### src/rtl/carregador_programa_pkg.sv
// Shared definitions for the program loader.
// Holds the FSM state encoding, the default disk size and the instruction word width.
package carregador_programa_pkg;

  typedef enum logic [1:0] {
    OCIOSO = 2'd0,
    COPIA  = 2'd1,
    DRENO  = 2'd2,
    FIM    = 2'd3
  } estado_t;

  localparam int DISK_SIZE_PADRAO = 200;
  localparam int PALAVRA_W        = 32;
  localparam int DISCO_ADDR_W     = 26;

endpackage

### src/rtl/carregador_programa_gerador_endereco.sv
// Loadable up-counter with a terminal-count flag.
// Ports:
//   clock, reset_n       clock and asynchronous active-low reset
//   carregar, valor_carga load the counter (load has priority over increment)
//   incrementar          advance the counter by one (wraps modulo 2^W)
//   limite               value at which terminal is raised
//   contagem             current counter value
//   terminal             contagem == limite
module gerador_endereco #(
  parameter int W = 16
) (
  input  logic         clock,
  input  logic         reset_n,
  input  logic         carregar,
  input  logic [W-1:0] valor_carga,
  input  logic         incrementar,
  input  logic [W-1:0] limite,
  output logic [W-1:0] contagem,
  output logic         terminal
);

  logic [W-1:0] contagem_q;

  always_ff @(posedge clock or negedge reset_n) begin
    if (!reset_n) begin
      contagem_q <= '0;
    end else if (carregar) begin
      contagem_q <= valor_carga;
    end else if (incrementar) begin
      contagem_q <= contagem_q + W'(1);
    end
  end

  assign contagem = contagem_q;
  assign terminal = (contagem_q == limite);

endmodule

### src/rtl/carregador_programa.sv
// Boot-time copy engine: streams tamanho words from the instruction disk
// (starting at disco_base) into instruction memory (starting at mem_base),
// one word per cycle.
// Ports:
//   clock, reset_n                 clock and asynchronous active-low reset
//   iniciar                        start request, honoured only when idle
//   disco_base, mem_base, tamanho  copy parameters, captured at start
//   disco_endereco / disco_dado    disk address out, combinational disk word in
//   mem_escrita/endereco/dado      registered write port to instruction memory
//   ocupado                        copy in progress
//   concluido                      one-cycle pulse at completion
//   erro                           sticky range error (cleared by a legal start)
module carregador_programa
  import carregador_programa_pkg::*;
#(
  parameter int DISK_SIZE  = DISK_SIZE_PADRAO,
  parameter int MEM_ADDR_W = 10,
  parameter int LEN_W      = 16
) (
  input  logic                    clock,
  input  logic                    reset_n,
  input  logic                    iniciar,
  input  logic [DISCO_ADDR_W-1:0] disco_base,
  input  logic [MEM_ADDR_W-1:0]   mem_base,
  input  logic [LEN_W-1:0]        tamanho,
  output logic [DISCO_ADDR_W-1:0] disco_endereco,
  input  logic [PALAVRA_W-1:0]    disco_dado,
  output logic                    mem_escrita,
  output logic [MEM_ADDR_W-1:0]   mem_endereco,
  output logic [PALAVRA_W-1:0]    mem_dado,
  output logic                    ocupado,
  output logic                    concluido,
  output logic                    erro
);

  estado_t                 estado_q;
  logic [DISCO_ADDR_W-1:0] disco_limite_q;
  logic [MEM_ADDR_W-1:0]   mem_limite_q;
  logic                    mem_escrita_q;
  logic [MEM_ADDR_W-1:0]   mem_endereco_q;
  logic [PALAVRA_W-1:0]    mem_dado_q;
  logic                    ocupado_q;
  logic                    concluido_q;
  logic                    erro_q;

  logic [DISCO_ADDR_W:0]   soma_faixa;
  logic                    fora_faixa;
  logic                    inicia_copia;
  logic [DISCO_ADDR_W-1:0] disco_cnt;
  logic                    disco_terminal;
  logic [MEM_ADDR_W-1:0]   mem_cnt;
  logic                    mem_terminal;
  logic                    fim_copia;

  // One extra bit so a large base plus length cannot wrap into a legal range.
  assign soma_faixa   = {1'b0, disco_base} + (DISCO_ADDR_W+1)'(tamanho);
  assign fora_faixa   = soma_faixa > (DISCO_ADDR_W+1)'(DISK_SIZE);
  assign inicia_copia = (estado_q == OCIOSO) && iniciar && !fora_faixa && (tamanho != '0);

  // The disk counter never wraps inside a legal range, so its terminal is
  // unique; the memory counter's terminal can repeat when the copy wraps
  // memory, so the last word is the cycle where both agree.
  assign fim_copia = disco_terminal && mem_terminal;

  gerador_endereco #(.W(DISCO_ADDR_W)) u_disco (
    .clock       (clock),
    .reset_n     (reset_n),
    .carregar    (inicia_copia),
    .valor_carga (disco_base),
    .incrementar ((estado_q == COPIA) && !fim_copia),
    .limite      (disco_limite_q),
    .contagem    (disco_cnt),
    .terminal    (disco_terminal)
  );

  gerador_endereco #(.W(MEM_ADDR_W)) u_mem (
    .clock       (clock),
    .reset_n     (reset_n),
    .carregar    (inicia_copia),
    .valor_carga (mem_base),
    .incrementar (estado_q == COPIA),
    .limite      (mem_limite_q),
    .contagem    (mem_cnt),
    .terminal    (mem_terminal)
  );

  always_ff @(posedge clock or negedge reset_n) begin
    if (!reset_n) begin
      estado_q       <= OCIOSO;
      disco_limite_q <= '0;
      mem_limite_q   <= '0;
      mem_escrita_q  <= 1'b0;
      mem_endereco_q <= '0;
      mem_dado_q     <= '0;
      ocupado_q      <= 1'b0;
      concluido_q    <= 1'b0;
      erro_q         <= 1'b0;
    end else begin
      case (estado_q)
        OCIOSO: begin
          if (iniciar) begin
            if (fora_faixa) begin
              erro_q <= 1'b1;
            end else if (tamanho == '0) begin
              erro_q      <= 1'b0;
              concluido_q <= 1'b1;
              estado_q    <= FIM;
            end else begin
              erro_q         <= 1'b0;
              ocupado_q      <= 1'b1;
              disco_limite_q <= disco_base + DISCO_ADDR_W'(tamanho) - DISCO_ADDR_W'(1);
              mem_limite_q   <= mem_base + MEM_ADDR_W'(tamanho) - MEM_ADDR_W'(1);
              estado_q       <= COPIA;
            end
          end
        end
        COPIA: begin
          mem_dado_q     <= disco_dado;
          mem_endereco_q <= mem_cnt;
          mem_escrita_q  <= 1'b1;
          if (fim_copia) begin
            estado_q <= DRENO;
          end
        end
        DRENO: begin
          mem_escrita_q <= 1'b0;
          ocupado_q     <= 1'b0;
          concluido_q   <= 1'b1;
          estado_q      <= FIM;
        end
        FIM: begin
          concluido_q <= 1'b0;
          estado_q    <= OCIOSO;
        end
        default: estado_q <= OCIOSO;
      endcase
    end
  end

  assign disco_endereco = disco_cnt;
  assign mem_escrita    = mem_escrita_q;
  assign mem_endereco   = mem_endereco_q;
  assign mem_dado       = mem_dado_q;
  assign ocupado        = ocupado_q;
  assign concluido      = concluido_q;
  assign erro           = erro_q;

endmodule

### config.mk
export PLATFORM = sky130hd
export DESIGN_NAME = carregador_programa
export DESIGN_NICKNAME = d
export VERILOG_FILES = /design/src/rtl/carregador_programa_pkg.sv /design/src/rtl/carregador_programa_gerador_endereco.sv /design/src/rtl/carregador_programa.sv
export SDC_FILE = /design/constraint.sdc
export NUM_CORES = 1
export LEC_CHECK = 0
export ABC_CLOCK_PERIOD_IN_PS = 3200
export BUFFER_PORTS_ARGS = -buffer_cell sky130_fd_sc_hd__clkbuf_2
export CELL_PAD_IN_SITES_DETAIL_PLACEMENT = 0
export CELL_PAD_IN_SITES_GLOBAL_PLACEMENT = 1
export CORE_MARGIN = 1.5
export CORE_UTILIZATION = 44
export CTS_CLUSTER_SIZE = 40
export DETAILED_ROUTE_END_ITERATION = 10
export PLACE_DENSITY = 0.87
export SETUP_SLACK_MARGIN = 0.02
export SYNTH_ARGS = -nofsm -noshare
export SYNTH_HDL_FRONTEND = slang
export SYNTH_SLANG_ARGS = --single-unit
### constraint.sdc
create_clock -name clock -period 3.2 [get_ports clock]
set_clock_uncertainty 0.2 [all_clocks]
set_input_delay 0.16 -clock clock [delete_from_list [all_inputs] [get_ports clock]]
set_output_delay 0.16 -clock clock [all_outputs]
set_load 0.03 [all_outputs]
==> results.sh <==
export IMPL_syn_mean_instance_area_sq_um=9.62
export IMPL_cp_required_ns=3.30
export IMPL_routedWlPerCell_um=17.0
export IMPL_crit_slowest_cell="or4_4"
export IMPL_max_freq_ghz=0.293
export IMPL_htreeDepth=4
export IMPL_viasPerCell=5.16
export IMPL_cp_start_kind="input pin"
export IMPL_io_pins=159
export IMPL_num_rows=53
export IMPL_fin_setup_tns_ns=-11.29
export IMPL_min_period_over_period_pct=107
export IMPL_async_flop_share_pct=100
export IMPL_worst_slew_pin_slew_ns=0.764
export IMPL_root_buffer="clkbuf_16"
export IMPL_synth_edf_count=0
export IMPL_p_clk_share_pct=41.7
export IMPL_ys_ff_latch=120
export IMPL_grt_usage_pct=25.8
export IMPL_yosysUniqueCellTypes=67
export IMPL_setup_violations=70
export IMPL_drt_iter0_markers=337
export IMPL_yosys_area_top_type_share_pct=32.0
export IMPL_drc=0
export IMPL_hold_ws_ns=0.00719
export IMPL_postSynthCellCount=975
export IMPL_n_antenna_cell=0
export IMPL_crit_fanout=17
export IMPL_drive_above_1_share_pct=36.0
export IMPL_die_area_sq_um=22200
export IMPL_gr_total_overflow=0
export IMPL_core_area_sq_um=21000
export IMPL_synthAdderAreaFrac_pct=12.5
export IMPL_synth_top_family_by_area="multiplexers"
export IMPL_ys_seq_area_share_pct=32.0
export IMPL_antenna_found_initial=0
export IMPL_ys_flop_type="dfrtp_1"
export IMPL_cp_end_kind="register"
export IMPL_period_needed_ns=3.41
export IMPL_fin_nets=1559
export IMPL_yosys_top_cells_area="dfrtp_1, ha_1, xnor2_1, mux2_2, mux2i_1"
export IMPL_area_growth_pct=42.8
export IMPL_clk_transition_reported_paths_ns=0.06
export IMPL_placed_area_sq_um=12000
export IMPL_io_buffers=158
export IMPL_syn_num_nets=1154
export IMPL_totalWireLength_mm=28.4
export IMPL_final_util_pct=64.0
export IMPL_synth_area_leader_cell="dfrtp_1"
export IMPL_grt_first_pass_wirelength_mm=44.2
export IMPL_dr_pass1_iters=5
export IMPL_start_util_pct=44.8
export IMPL_crit_type="in2reg"
export IMPL_syn_area_sq_um=9380
export IMPL_violations="setup timing"
export IMPL_dp_hpwl_mm=21.9
export IMPL_critPathTopFamily="compound AO/OA/AOI/OAI gates"
export IMPL_max_stage_delay_ns=0.44
export IMPL_fp_dieH_um=149
export IMPL_irDropWorstVdd_mv=0.338
export IMPL_yosysWarningCount=0
export IMPL_slew_viol_final=0
export IMPL_status="finished with violations"
export IMPL_hold_viol=0
export IMPL_fillers=1677
export IMPL_hold_path_class="in2reg"
export IMPL_synth_compound_area_share_pct=11.7
export IMPL_cts_buffers=17
export IMPL_rsz0062_at_grt="true"
export IMPL_crit_buf_inv=3
export IMPL_combPwrFrac_pct=26.9
export IMPL_vias=8608
export IMPL_internal_power_w=0.00350
export IMPL_cts_buffer_depth=2
export IMPL_yosys_area_share_simple_pct=12.5
export IMPL_tritoncts="done"
export IMPL_synth_most_common_cell="inv_1"
export IMPL_first_global_vias=8666
export IMPL_synth_mux_area_share_pct=15.4
export IMPL_relSlewSlack_pct=49.1
export IMPL_maxCapViolations=0
export IMPL_grt_max_degree=62
export IMPL_synth_xor_area_share_pct=9.80
export IMPL_insertion_delay_ns=0.42
export IMPL_switching_power_w=0.00133
export IMPL_ant_nets=0
export IMPL_fp_dieW_um=149
export IMPL_crit_arrival_ns=3.51
export IMPL_p_sw_share_pct=27.6
export IMPL_seq_power_share_pct=31.5
export IMPL_gp_congestion=0.906
export IMPL_timing_final_ws_setup_ns=-0.208
export IMPL_p_per_area_nw_per_um2=360
export IMPL_cp_cell_sequence="buf_8 > ha_4 > inv_2 > fa_2 > nor2b_2 > o31a_1 > o311ai_4 > nand3b_1 > a21o_1 > a2111o_1 > or4_4 > or3_4 > buf_12 > mux2_4"
export IMPL_fin_area_sq_um=13400
export IMPL_clkSinkCount=120
export IMPL_netlist_top_cells_count="inv_1, dfrtp_1, ha_1"
export IMPL_power_leakage_nw=6.94
-- repair_timing --
action	in CTS	in global routing
endpoints found under the hold margin	120	0
pin swaps	0	1
buffers inserted	5	0
endpoints found under the setup margin	72	73
hold buffers	60	0
resized for setup	15	23
cloned	0	0
-- power by group through the flow --
stage	logic [W]	registers [W]	clock network, W
after detailed placement	0.00119	0.00155	0
after CTS	0.00127	0.00152	0.00203
after global routing	0.00142	0.00152	0.00210
final	0.00130	0.00152	0.00201
after global placement	0.00117	0.00155	0
after floorplan	0.000649	0.00155	0
-- placed cells by master (no fill, tap or decap), types with 7 or more instances in the layout --
master,count
inv_2,8
mux2i_1,44
dlygate4sd3_1,60
nor4_1,21
ha_4,7
nor3b_1,8
nor2b_1,7
clkbuf_16,17
buf_4,178
ha_1,80
xnor2_1,58
mux2_2,43
mux2_4,32
nand3_1,15
a21o_1,15
o21ai_0,27
a21oi_1,39
clkbuf_2,154
nand4_1,15
inv_1,115
dfrtp_1,120
o21a_1,9
nor3_1,17
nor2_1,53
and3_1,9
xor2_1,47
nand2_1,50
-- state kept, by name, indices dropped and copies added (netlist names), 2 cells and up --
name,flops
mem_limite_q,10
disco_limite_q,26
mem_dado,32
u_mem.contagem,10
mem_endereco,10
estado_q,2
u_disco.contagem,26
-- final timing paths --
check,from,endpoint,slack [ns],cells past startpoint
worst min register to register,mem_escrita$_DFFE_PN0P_,mem_escrita$_DFFE_PN0P_,0.30,2
worst max register to register,u_disco.contagem[7]$_DFFE_PN0P_,u_disco.contagem[17]$_DFFE_PN0P_,0.34,10
worst max-delay path,disco_base[0],disco_limite_q[17]$_DFFE_PN0P_,-0.21,14
max in group asynchronous,reset_n,disco_limite_q[5]$_DFFE_PN0P_,1.87,3
worst min-delay path,disco_base[5],u_disco.contagem[5]$_DFFE_PN0P_,0.007,4
min in group asynchronous,reset_n,mem_dado[17]$_DFFE_PN0P_,0.15,2
-- cells by family after synthesis --
family          count (synthesis)
simple gates                  230
compound gates                161
buf+inv                       144
mux                           123
flops                         120
xor+xnor                      105
fa+ha+maj                      92
-- tightest hold or removal path: stages --
cell      delay, ns
clkbuf_2       0.11
inv_1          0.14
buf_4          0.13
mux2i_1        0.05
-- cell type report --
type                    count  area, sq um  share of cell area, %
well taps                 275          344                   2.57
clock buffers              21          450                   3.36
repair buffers            406         2920                   21.8
flip-flops and latches    120         3000                   22.4
multi-input cells         711         6040                   45.1
clock inverters            11          173                   1.29
inverters                 124          469                   3.50
-- metrics by stage --
step / total power (W) / instances / setup WS [ns]
2_1_floorplan: 0.00220 / 975 / -0.338
3_3_place_gp: 0.00272 / 1571 / -0.719
3_5_place_dp: 0.00274 / 1571 / -0.780
4_1_cts: 0.00482 / 1668 / -0.187
5_1_grt: 0.00505 / 1668 / -0.265
6_report: 0.00483 / 1668 / -0.208
-- metal layers --
layer	GRT usage [%]	share of wire, %	up-vias
li1	-	-	4228
met4	9.41	2.9	0
met3	4.07	5.3	52
met1	32.5	44	4039
met5	0	0	-
met2	44.6	48	289
No activity file was read; power rests on OpenSTA's default activity.
